`src/rtl/accel_pkg.sv`:
```
// Shared types, bank map and helpers for the accelerator tile controller.
package accel_pkg;

    localparam int unsigned ADDR_WIDTH = 16;

    typedef enum logic [1:0] {
        ACCEL_MLP = 2'd0,
        ACCEL_CNN = 2'd1,
        ACCEL_RNN = 2'd2
    } accel_type_e;

    typedef enum logic [1:0] {
        SEQUENTIAL = 2'd0,
        STRIDED    = 2'd1,
        SLIDING_2D = 2'd2
    } access_pattern_e;

    typedef enum logic [2:0] {
        IDLE         = 3'd0,
        LOAD_WEIGHTS = 3'd1,
        LOAD_INPUT   = 3'd2,
        COMPUTE      = 3'd3,
        STORE_OUTPUT = 3'd4,
        DONE         = 3'd5
    } state_e;

    localparam logic [4:0] BANK_WEIGHT_0 = 5'd0;
    localparam logic [4:0] BANK_WEIGHT_1 = 5'd1;
    localparam logic [4:0] BANK_WEIGHT_2 = 5'd2;
    localparam logic [4:0] BANK_WEIGHT_3 = 5'd3;
    localparam logic [4:0] BANK_WEIGHT_4 = 5'd4;
    localparam logic [4:0] BANK_WEIGHT_5 = 5'd5;
    localparam logic [4:0] BANK_WEIGHT_6 = 5'd6;
    localparam logic [4:0] BANK_WEIGHT_7 = 5'd7;
    localparam logic [4:0] BANK_INPUT_0  = 5'd8;
    localparam logic [4:0] BANK_INPUT_1  = 5'd9;
    localparam logic [4:0] BANK_INPUT_2  = 5'd10;
    localparam logic [4:0] BANK_INPUT_3  = 5'd11;
    localparam logic [4:0] BANK_OUTPUT_0 = 5'd12;
    localparam logic [4:0] BANK_OUTPUT_1 = 5'd13;

    typedef struct packed {
        logic        start;
        accel_type_e accel_type;
        logic [15:0] config_data;
    } ctrl_req_t;

    typedef struct packed {
        state_e      state;
        logic        busy;
        logic        done;
        logic [7:0]  error;
    } ctrl_resp_t;

    typedef struct packed {
        logic [ADDR_WIDTH-1:0] addr;
        logic [7:0]            wdata;
        logic                  re;
        logic                  we;
        logic [4:0]            bank_sel;
    } mem_req_t;

    typedef struct packed {
        logic [7:0] data;
        logic       valid;
        logic       ready;
    } mem_resp_t;

    // Number of bank-row beats needed to cover 'size' bytes (rounded up).
    function automatic logic [15:0] beat_count(input logic [15:0] size, input int unsigned shift);
        logic [16:0] w_round;
        w_round = {1'b0, size} + ((17'd1 << shift) - 17'd1);
        return 16'(w_round >> shift);
    endfunction

endpackage

```
`src/rtl/accel_controller.sv`:
```
// Tile sequencer: weight load, input load, compute, output store.
module accel_controller
    import accel_pkg::*;
#(
    parameter int unsigned BEAT_SHIFT = 2
) (
    input  logic                  clk,
    input  logic                  rst_n,
    input  ctrl_req_t             ctrl_req,
    output ctrl_resp_t            ctrl_resp,
    output mem_req_t              mem_req,
    input  mem_resp_t             mem_resp,
    output logic                  agu_start,
    output access_pattern_e       agu_pattern,
    output logic [ADDR_WIDTH-1:0] agu_base_addr,
    output logic [15:0]           agu_length,
    input  logic                  agu_done,
    input  logic [ADDR_WIDTH-1:0] agu_addr,
    input  logic                  agu_addr_valid,
    output logic                  agu_addr_ready,
    output logic                  compute_start,
    output logic [15:0]           compute_config,
    input  logic                  compute_done,
    input  logic [7:0]            compute_error,
    input  logic [ADDR_WIDTH-1:0] weight_base_addr,
    input  logic [ADDR_WIDTH-1:0] input_base_addr,
    input  logic [ADDR_WIDTH-1:0] output_base_addr,
    input  logic [15:0]           weight_size,
    input  logic [15:0]           input_size,
    input  logic [15:0]           output_size,
    input  logic [4:0]            weight_bank,
    input  logic [4:0]            input_bank,
    input  logic [4:0]            output_bank
);

    state_e                r_state;
    state_e                w_next_state;
    logic                  r_first;
    accel_type_e           r_accel_type;
    logic [15:0]           r_config;
    logic [7:0]            r_error;
    logic [7:0]            r_wdata;

    logic                  w_mem_phase;
    logic                  w_start_accept;
    logic                  w_compute_finish;
    logic [ADDR_WIDTH-1:0] w_base;
    logic [15:0]           w_size;
    logic [15:0]           w_beats;
    logic [4:0]            w_bank;
    access_pattern_e       w_pattern;
    state_e                w_phase_next;

    // Select the settings of the memory phase the FSM is currently in.
    always_comb begin
        w_mem_phase  = 1'b0;
        w_base       = '0;
        w_size       = '0;
        w_bank       = '0;
        w_pattern    = SEQUENTIAL;
        w_phase_next = IDLE;
        case (r_state)
            LOAD_WEIGHTS: begin
                w_mem_phase  = 1'b1;
                w_base       = weight_base_addr;
                w_size       = weight_size;
                w_bank       = weight_bank;
                w_phase_next = LOAD_INPUT;
            end
            LOAD_INPUT: begin
                w_mem_phase  = 1'b1;
                w_base       = input_base_addr;
                w_size       = input_size;
                w_bank       = input_bank;
                w_pattern    = (r_accel_type == ACCEL_CNN) ? SLIDING_2D : SEQUENTIAL;
                w_phase_next = COMPUTE;
            end
            STORE_OUTPUT: begin
                w_mem_phase  = 1'b1;
                w_base       = output_base_addr;
                w_size       = output_size;
                w_bank       = output_bank;
                w_phase_next = DONE;
            end
            default: ;
        endcase
    end

    assign w_beats = beat_count(w_size, BEAT_SHIFT);

    // Next-state logic and launch pulses; done inputs are ignored on the entry
    // cycle because the engines only drop a stale done after seeing the launch.
    always_comb begin
        w_next_state     = r_state;
        w_start_accept   = 1'b0;
        w_compute_finish = 1'b0;
        agu_start        = 1'b0;
        compute_start    = 1'b0;
        case (r_state)
            IDLE, DONE: begin
                if (ctrl_req.start) begin
                    w_start_accept = 1'b1;
                    w_next_state   = LOAD_WEIGHTS;
                end
            end
            LOAD_WEIGHTS, LOAD_INPUT, STORE_OUTPUT: begin
                if (r_first) begin
                    if (w_beats == '0) begin
                        w_next_state = w_phase_next;
                    end else begin
                        agu_start = 1'b1;
                    end
                end else if (agu_done) begin
                    w_next_state = w_phase_next;
                end
            end
            COMPUTE: begin
                if (r_first) begin
                    compute_start = 1'b1;
                end else if (compute_done) begin
                    w_compute_finish = 1'b1;
                    w_next_state     = (compute_error == '0) ? STORE_OUTPUT : DONE;
                end
            end
            default: w_next_state = IDLE;
        endcase
    end

    // State register, entry flag and per-run latched context.
    always_ff @(posedge clk or negedge rst_n) begin
        if (!rst_n) begin
            r_state      <= IDLE;
            r_first      <= 1'b0;
            r_accel_type <= ACCEL_MLP;
            r_config     <= '0;
            r_error      <= '0;
        end else begin
            r_state <= w_next_state;
            r_first <= (w_next_state != r_state);
            if (w_start_accept) begin
                r_accel_type <= ctrl_req.accel_type;
                r_config     <= ctrl_req.config_data;
                r_error      <= '0;
            end else if (w_compute_finish) begin
                r_error <= compute_error;
            end
        end
    end

    // Capture the most recent valid read beat for the write-data path.
    always_ff @(posedge clk or negedge rst_n) begin
        if (!rst_n) begin
            r_wdata <= '0;
        end else if (mem_resp.valid) begin
            r_wdata <= mem_resp.data;
        end
    end

    // Route AGU addresses to the scratchpad while a memory phase is active.
    always_comb begin
        mem_req       = '0;
        mem_req.wdata = r_wdata;
        if (w_mem_phase) begin
            mem_req.addr     = agu_addr;
            mem_req.bank_sel = w_bank;
            mem_req.re       = agu_addr_valid && (r_state != STORE_OUTPUT);
            mem_req.we       = agu_addr_valid && (r_state == STORE_OUTPUT);
        end
    end

    assign agu_addr_ready  = w_mem_phase & mem_resp.ready;
    assign agu_base_addr   = w_base;
    assign agu_length      = w_beats;
    assign agu_pattern     = w_pattern;
    assign compute_config  = r_config;

    assign ctrl_resp.state = r_state;
    assign ctrl_resp.busy  = (r_state != IDLE) && (r_state != DONE);
    assign ctrl_resp.done  = (r_state == DONE);
    assign ctrl_resp.error = r_error;

endmodule

```
`config.mk`:
```
export PLATFORM = sky130hd
export DESIGN_NAME = accel_controller
export DESIGN_NICKNAME = d
export VERILOG_FILES = /design/src/rtl/accel_pkg.sv /design/src/rtl/accel_controller.sv
export SDC_FILE = /design/constraint.sdc
export NUM_CORES = 1
export LEC_CHECK = 0
export CAP_MARGIN = 25
export CORE_MARGIN = 5
export CORE_UTILIZATION = 32
export DETAILED_ROUTE_END_ITERATION = 12
export PLACE_DENSITY_LB_ADDON = 0.08
export SETUP_SLACK_MARGIN = 0.15
export SLEW_MARGIN = 20
export SYNTH_ARGS = -nofsm -noshare
export SYNTH_HDL_FRONTEND = slang
export SYNTH_SLANG_ARGS = --single-unit
```
`constraint.sdc`:
```
create_clock -name clk -period 3.93 [get_ports clk]
set_clock_uncertainty 0.2 [all_clocks]
set_input_delay 0.5895 -clock clk [delete_from_list [all_inputs] [get_ports clk]]
set_output_delay 0.5895 -clock clk [all_outputs]
set_load 0.05 [all_outputs]
```
==> results.toml, run 1 <==
[global_route]
antenna_found_initial = 0
grt.total_usage_pct = 22.6
grt_first_pass_wirelength_um = 20700
grt_pass1_vias = 3825
grt_max_degree = 39
globalRouteOverflowTotal = 0

[cells_and_area]
seq_area_um2 = 955
multi_input_comb_area_um2 = 2050
antenna_cells = 0
nets = 773
final_area_um2 = 6640
drive_above_1_share_pct = 24.5
final.fill_count = 711
area_growth_pct = 117
final_core_util_pct = 71.5
finalNonFillerCells = 734

[synth]
synth_edf_count = 0
ys_ff_latch = 38
avgSynthCellArea_um2 = 9.05
ys_seq_area_share_pct = 31.1
ys_types = 56
ys_warn_count = 0
synth_flop_cell = "dfrtp_1"
netlist_area_um2 = 3060
async_flop_share_pct = 100
netlist_instances = 338

[timing]
period_share_pct = 94.2
slew_violations = 0
finalCriticalPeriod_ns = 3.70
hold_viol_final = 0
fmaxAchievable_ghz = 0.270
fin_hold_ws_ns = 0.202
setup_viol = 0
worst_pin_slew_ns = 0.813
fin_setup_tns_ns = 0
relSlewSlack_pct = 45.8
finalWorstSetupSlack_ns = 0.227
rsz0062_at_grt = "no"

[drt]
drtIter0Drc = 235
ant_nets = 0
drt-total-wl_um = 13900
drcViolationCount = 0
viasPerCell = 5.10
drt-pass1-iter-count = 5
vias = 3742
drt-wirelength-per-cell_um = 18.9

[power]
vdd_drop_max_v = 0.000535
finalPower_mw = 6.34
total_leakage_power_nw = 2.63
p_per_area_nw_per_um2 = 955

[placement]
place_ws_ns = 0.0381
gp_congestion = 0.927
dpl.cell_count = 723
dpl-instance-area_um2 = 6450
dpl.hpwl_um = 11500
io_buffers = 263

[floorplan]
ios = 266
die_width_um = 108
die_h_um = 108
initial_core_util_pct = 32.9
dieArea_um2 = 11600
core_um2 = 9280
rows = 35

[worst_setup_path]
crit_path_end_kind = "output pin"
cp-start-kind = "input pin"
crit_type = "in2out"
crit_required_ns = 3.14
critPathMaxFanout = 5
critPathArrivalTime_ns = 2.91
r2r_cells = 9

[clock_network]
cts_hold_buf = 0
numCtsBuffers = 5
cts_num_sinks = 38
cts_tree = "built"
clk_pin_slew_ns = 0.07
cts_root_buf = "clkbuf_8"
ctsLongestPathBuffers = 2
htreeDepth = 2
clock_latency_ns = 0.28

[worst_hold_path]
hp-class = "in2async"

[flow_run]
drv_cap = 0

[run_status]
outcome = "finished clean"
[cells by family after synthesis]
kind of cell	Yosys count	share of synthesized area [%]
other cells	1	0.123
simple gates	140	27.1
mux	35	12.7
flops	38	31.1
xor+xnor	13	3.72
buf+inv	33	5.40
compound gates	78	19.9
[cell type report]
type | instances | share of cell area [%]
multi-input cells | 268 | 30.9
clock buffers | 7 | 1.30
inverters | 2 | 0.113
clock inverters | 1 | 0.0753
well taps | 129 | 2.43
flip-flops and latches | 38 | 14.4
repair buffers | 289 | 50.8
[worst paths after layout]
kind,endpoint,start,slack [ns]
worst max-delay path,agu_length[10],input_size[4],0.23
worst min-delay path,r_accel_type[0]$_DFFE_PN0P_,rst_n,0.20
worst max register to register,r_state[0]$_DFF_PN0_,r_state[2]$_DFF_PN0_,0.95
worst min register to register,r_accel_type[0]$_DFFE_PN0P_,r_accel_type[0]$_DFFE_PN0P_,0.30
max in group asynchronous,r_state[2]$_DFF_PN0_,rst_n,2.77
min in group clk,r_accel_type[0]$_DFFE_PN0P_,r_accel_type[0]$_DFFE_PN0P_,0.30
[cells in the final DEF (no fill, tap or decap), types with 4 or more instances in the layout]
master           Yosys  routed
a221oi_1             7       6
mux2i_1              8       8
nor2b_1              6       5
buf_4                7      27
mux2_2              26      26
nand2_1             32      31
o21ai_1              0      19
and2_1              31      31
o21ai_0             23       4
nor4bb_1            12      10
buf_12               0      53
clkdlybuf4s50_1      0     207
a221oi_2             3       4
xnor2_1              9       9
nor2_1              22      20
dfrtp_1             38      35
a22oi_1             21      21
a221o_1              6       6
and3_1               4       4
clkbuf_8             0       6
[worst max-delay path, cell delays in order]
cell and delay [ns]:
clkdlybuf4s50_1 0.44, nor4bb_1 0.32, a221o_2 0.24, o2111ai_2 0.15
or3_4 0.46, nor3_4 0.16, buf_4 0.14, xnor2_1 0.11
bufbuf_16 0.30
[timing repair]
action | 4_1_cts | 5_1_grt
gates resized for setup | 4 | 10
pin swaps | 0 | 6
endpoints found under the setup margin | 6 | 7
endpoints found under the hold margin | 0 | 0
buffers inserted | 2 | 1
[where the power goes]
part,switching [mW],total (mW),internal (mW)
clock network,0.126,0.267,0.141
logic,3.09,5.41,2.31
registers,0.109,0.666,0.557
total,3.33,6.34,3.01
[per-layer routing]
layer	share of wire [%]	up-vias	global-route usage, %
met4	2.0	0	7.30
met1	37	1751	26.0
met5	0	-	0
li1	-	1764	-
met2	50	204	39.4
met3	11	23	7.26
[state kept, by name (all words and copies together) (netlist names)]
name,cells
compute_config,16
r_error,8
r_wdata,8
r_state,3
r_accel_type,2
r_first,1
[synthesized netlist by cell type (all sizes together), types with 2 or more instances]
master / n / share of area [%]
o21ai: 23 / 3.8
nor2: 22 / 2.7
a22oi: 21 / 5.2
dfrtp: 38 / 31
a21oi: 3 / 0.49
or3: 4 / 0.82
nand2: 33 / 4.1
nor2b: 6 / 1.2
and3: 4 / 0.82
mux2: 27 / 10
buf: 15 / 3.2
xnor2: 9 / 2.6
nor4bb: 12 / 3.9
inv: 2 / 0.25
a221o: 8 / 2.7
nor3: 6 / 1.5
nor4: 3 / 0.61
nand3: 4 / 0.65
and4bb: 2 / 0.82
o21a: 3 / 0.74
nor4b: 2 / 0.57
or2: 2 / 0.41
a221oi: 10 / 3.5
clkbuf: 16 / 2.0
and2: 31 / 6.3
nor3b: 2 / 0.65
mux2i: 8 / 2.6
xor2: 4 / 1.1
(Power assumes the default switching activity.)
==> run 2: changes to the inputs <==
--- a/config.mk
+++ b/config.mk
@@ -6,9 +6,11 @@
 export NUM_CORES = 1
 export LEC_CHECK = 0
 export CAP_MARGIN = 25
-export CORE_MARGIN = 5
-export CORE_UTILIZATION = 32
+export CORE_AREA = 5 5 99 101
 export DETAILED_ROUTE_END_ITERATION = 12
+export DIE_AREA = 0 0 104 106
+export DONT_BUFFER_PORTS = 1
+export GPL_TIMING_DRIVEN = 0
 export PLACE_DENSITY_LB_ADDON = 0.08
 export SETUP_SLACK_MARGIN = 0.15
 export SLEW_MARGIN = 20
==> results.toml, run 2 (same netlist as run 1, synthesis figures left out) <==
[clock_network]
cts_root_buf = "clkbuf_8"
cts_tree = "built"
htreeDepth = 2
clock_latency_ns = 0.28
ctsLongestPathBuffers = 2
cts_num_sinks = 38
numCtsBuffers = 5
clk_pin_slew_ns = 0.07

[global_route]
grt.total_usage_pct = 18.8
globalRouteOverflowTotal = 0
grt_first_pass_wirelength_um = 17000
antenna_found_initial = 1
grt_max_degree = 39
grt_pass1_vias = 2898

[worst_setup_path]
cp_cell_sequence = "nor3b_4, buf_4, a221oi_4, or3_4, or3_4, buf_6, nor3_4, nand2_2, buf_4, xor2_4"
cp-start-kind = "register"
cp.depth = 10
crit_type = "reg2out"
r2r_start = "r_state[0]$_DFF_PN0_"
critPathMaxFanout = 5
crit_start = "r_state[1]$_DFF_PN0_"
cp_slowest_cell = "dfrtp_4"
crit_required_ns = 3.14
critPathTopFamily = "simple AND/OR/NAND/NOR gates"
crit_path_end_kind = "output pin"
critPathMaxStageDelay_ns = 0.59
critPathArrivalTime_ns = 3.06
r2r_cells = 8
cp.buffers_inverters = 3

[worst_hold_path]
min-delay-start = "ctrl_req[12]"
hold_depth = 1
hp-class = "in2reg"

[timing]
rsz0062_at_grt = "yes"
setup_viol = 0
period_share_pct = 98.1
relSlewSlack_pct = 19.1
finalWorstSetupSlack_ns = 0.0763
fmaxAchievable_ghz = 0.259
slew_violations = 0
fin_hold_ws_ns = 0.249
hold_viol_final = 0
worst_pin_slew_ns = 1.21
finalCriticalPeriod_ns = 3.85

[cells_and_area]
final_cell_mix = "dfrtp_1 (35), nand2_1 (30), mux2_2 (26)"
drive_above_1_share_pct = 41.1
final_area_um2 = 4030
nets = 535
area_growth_pct = 31.8
final.fill_count = 861
final_common_cell = "dfrtp_1"
largest_reg_flops = 16

[drt]
drcViolationCount = 0
drtIter0Drc = 121
viasPerCell = 6.04
drt-pass1-iter-count = 4
drt-wirelength-per-cell_um = 23.9
ant_nets = 0
vias = 2894
drt-total-wl_um = 11500

[placement]
gp_congestion = 0.829
place_ws_ns = -0.293
dpl.hpwl_um = 8940
dpl-instance-area_um2 = 3290
io_buffers = 0

[floorplan]
rows = 35
initial_core_util_pct = 34.2
die_width_um = 104
core_um2 = 8930
dieArea_um2 = 11000
die_h_um = 106
ios = 266

[flow_run]
drv_cap = 0

[run_status]
outcome = "finished clean"
## run 2: through the flow
stage,utilization (%),TNS (ns),cells
floorplan,-,0,339
global placement,36.2,-6.71,450
detailed placement,36.8,-6.68,455
CTS,43.5,0,477
global route,45.1,-0.157,478
finish,45.1,0,479
## run 2: worst reg2reg max path, stage by stage, from the launching register on
cell and delay [ns]:
dfrtp_4 0.60, buf_8 0.18, buf_6 0.13, buf_2 0.19
nor2b_1 0.18, or3_1 0.58, nor2_1 0.65, buf_2 0.36
mux2_2 0.36
## run 2: final cells by class
type | count | area [um^2] | area share [%]
Multi-Input combinational cell | 268 | 2450 | 60.7
Sequential cell | 38 | 962 | 23.9
Buffer | 31 | 199 | 4.94
Timing Repair Buffer | 20 | 166 | 4.13
Tap cell | 111 | 139 | 3.45
Clock buffer | 7 | 76.3 | 1.89
Clock inverter | 1 | 30.0 | 0.745
Inverter | 2 | 7.51 | 0.186
Antenna cell | 1 | 2.50 | 0.0621
## run 2: final timing paths
| kind | to | slack [ns] |
|---|---|---|
| max in group asynchronous | r_state[0]$_DFF_PN0_ | 2.78 |
| min in group asynchronous | compute_config[9]$_DFFE_PN0P_ | 0.55 |
| min reg2reg | r_accel_type[0]$_DFFE_PN0P_ | 0.30 |
| min | compute_config[12]$_DFFE_PN0P_ | 0.25 |
| max reg2reg | compute_config[4]$_DFFE_PN0P_ | 0.40 |
| max | agu_length[12] | 0.08 |
## run 2: per-layer routing
layer / vias to the layer above / share of wire (%) / GRT usage (%)
li1: 1299 / - / -
met1: 1407 / 39 / 24.1
met2: 175 / 49 / 30.1
met3: 13 / 11 / 7.83
met4: 0 / 1.3 / 3.61
met5: - / 0 / 0
## run 2: what timing repair did
item                                    in CTS  in global routing
buffers inserted                            11                  1
hold buffers                                 2                  0
endpoints found under the setup margin      65                 38
hold endpoints to repair                    38                  0
pin swaps                                   13                  8
resized for setup                           87                 26
cloned                                       1                  0
Power of run 2 is not shown: default switching activity piles up to over one toggle a cycle in this logic, so the estimate is an artifact.
==> run 3: changes to the inputs <==
--- a/config.mk
+++ b/config.mk
@@ -5,7 +5,6 @@
 export SDC_FILE = /design/constraint.sdc
 export NUM_CORES = 1
 export LEC_CHECK = 0
-export CAP_MARGIN = 25
 export CORE_AREA = 5 5 99 101
 export DETAILED_ROUTE_END_ITERATION = 12
 export DIE_AREA = 0 0 104 106
==> results.toml, run 3 (same netlist as run 1, synthesis figures left out) <==
[run_status]
outcome = "finished clean"

[worst_setup_path]
r2r_start = "r_state[0]$_DFF_PN0_"
r2r-end = "compute_config[4]$_DFFE_PN0P_"
r2r_slack_ns = 0.36
crit_path_end_kind = "output pin"
endpoint = "agu_length[14]"
crit_required_ns = 3.14
crit_start = "r_state[0]$_DFF_PN0_"
cp-start-kind = "register"
crit_type = "reg2out"
critPathMaxFanout = 8
critPathArrivalTime_ns = 3.11
r2r_cells = 8

[global_route]
grt.total_usage_pct = 19.0
grt_pass1_vias = 2907
antenna_found_initial = 1
globalRouteOverflowTotal = 0
grt_first_pass_wirelength_um = 17100
grt_max_degree = 39

[floorplan]
die_h_um = 106
rows = 35
initial_core_util_pct = 34.2
core_um2 = 8930
ios = 266
die_width_um = 104
dieArea_um2 = 11000

[drt]
drt-wirelength-per-cell_um = 23.7
vias = 2837
drtIter0Drc = 191
drt-pass1-iter-count = 4
viasPerCell = 5.95
ant_nets = 0
drt-total-wl_um = 11300
drcViolationCount = 0

[cells_and_area]
largest_reg_flops = 16
nets = 534
final_cell_mix = "dfrtp_1 (35), nand2_1 (30), mux2_2 (26)"
area_growth_pct = 33.2
final.fill_count = 852
seq_area_um2 = 960
antenna_cells = 0
final_common_cell = "dfrtp_1"
multi_input_comb_area_um2 = 2510
drive_above_1_share_pct = 42.1

[timing]
worst_pin_slew_ns = 1.25
hold_viol_final = 0
relSlewSlack_pct = 16.6
setup_viol = 0
rsz0062_at_grt = "yes"
period_share_pct = 99.2
finalCriticalPeriod_ns = 3.90
fmaxAchievable_ghz = 0.257
slew_violations = 0
fin_hold_ws_ns = 0.252

[worst_hold_path]
hp-class = "in2reg"

[clock_network]
cts_root_buf = "clkbuf_8"
clk_pin_slew_ns = 0.07
htreeDepth = 2
ctsLongestPathBuffers = 2
clock_latency_ns = 0.28
cts_num_sinks = 38
cts_tree = "built"
numCtsBuffers = 5

[placement]
dpl.hpwl_um = 8860
io_buffers = 0
gp_congestion = 0.829

[flow_run]
drv_cap = 0
==> run 3: changes by cell type in the layout (fill, tap and decap cells not counted), moves of 3 or more <==
cell / before / now
xnor2_1: 7 / 2
xnor2_2: 2 / 5
and2_2: 8 / 4
nor4bb_2: 4 / 1
and2_4: 1 / 5
==> run 3: final cells by class <==
cell class,count,area share [%]
repair buffers,19,4.05
clock buffers,7,2.12
inverters,2,0.184
plain buffers,31,4.82
well taps,111,3.41
clock inverters,1,0.123
multi-input cells,268,61.7
flip-flops and latches,38,23.6
==> run 3: worst max-delay path: stages, from the launching register on <==
cell and delay, ns:
dfrtp_4 0.60, buf_8 0.18, buf_6 0.12, nor4bb_1 0.30
a221o_1 0.25, nand2_1 0.09, or3_1 0.40, buf_6 0.15
nor3_4 0.16, nand2_4 0.11, nor3_4 0.44
==> run 3: worst min-delay path by stage <==
| stage | start | to | slack, ns | cells after the start |
|---|---|---|---|---|
| floorplan | rst_n | compute_config[0]$_DFFE_PN0P_ | 0.09 | 0 |
| detailed placement | rst_n | compute_config[9]$_DFFE_PN0P_ | 0.09 | 0 |
| global placement | rst_n | compute_config[9]$_DFFE_PN0P_ | 0.1 | 0 |
| CTS | ctrl_req[9] | compute_config[9]$_DFFE_PN0P_ | 0.24 | 1 |
| global route | ctrl_req[12] | compute_config[12]$_DFFE_PN0P_ | 0.24 | 1 |
| finish | ctrl_req[17] | r_accel_type[1]$_DFFE_PN0P_ | 0.25 | 1 |
==> run 3: timing repair <==
action,CTS,global route
resized for setup,91,31
hold buffers,2,0
pin swaps,11,1
buffers inserted,14,2
endpoints found under the setup margin,66,48
endpoints found under the hold margin,38,0
==> run 3: routing by layer <==
layer | share of wire (%) | track usage [%] | vias to the layer above | wire length, um
li1 | - | - | 1294 | -
met1 | 38 | 24.2 | 1362 | 4330
met2 | 49 | 30.7 | 167 | 5580
met3 | 11 | 7.53 | 12 | 1240
met4 | 1.2 | 3.33 | 2 | 139
met5 | 0.062 | 0 | - | 7
==> run 3: through the flow <==
stage | instances | TNS [ns] | util [%] | cell area, um^2 | setup WS, ns
finish | 477 | 0 | 45.6 | 4070 | 0.0320
global route | 477 | -0.149 | 45.6 | 4070 | -0.0791
CTS | 475 | 0 | 43.5 | 3880 | 0.0618
detailed placement | 451 | -5.88 | 36.5 | 3260 | -0.253
global placement | 450 | -6.71 | 36.2 | 3230 | -0.583
floorplan | 339 | 0 | - | 3100 | 0.146
Power of run 3 is left out for the same reason.
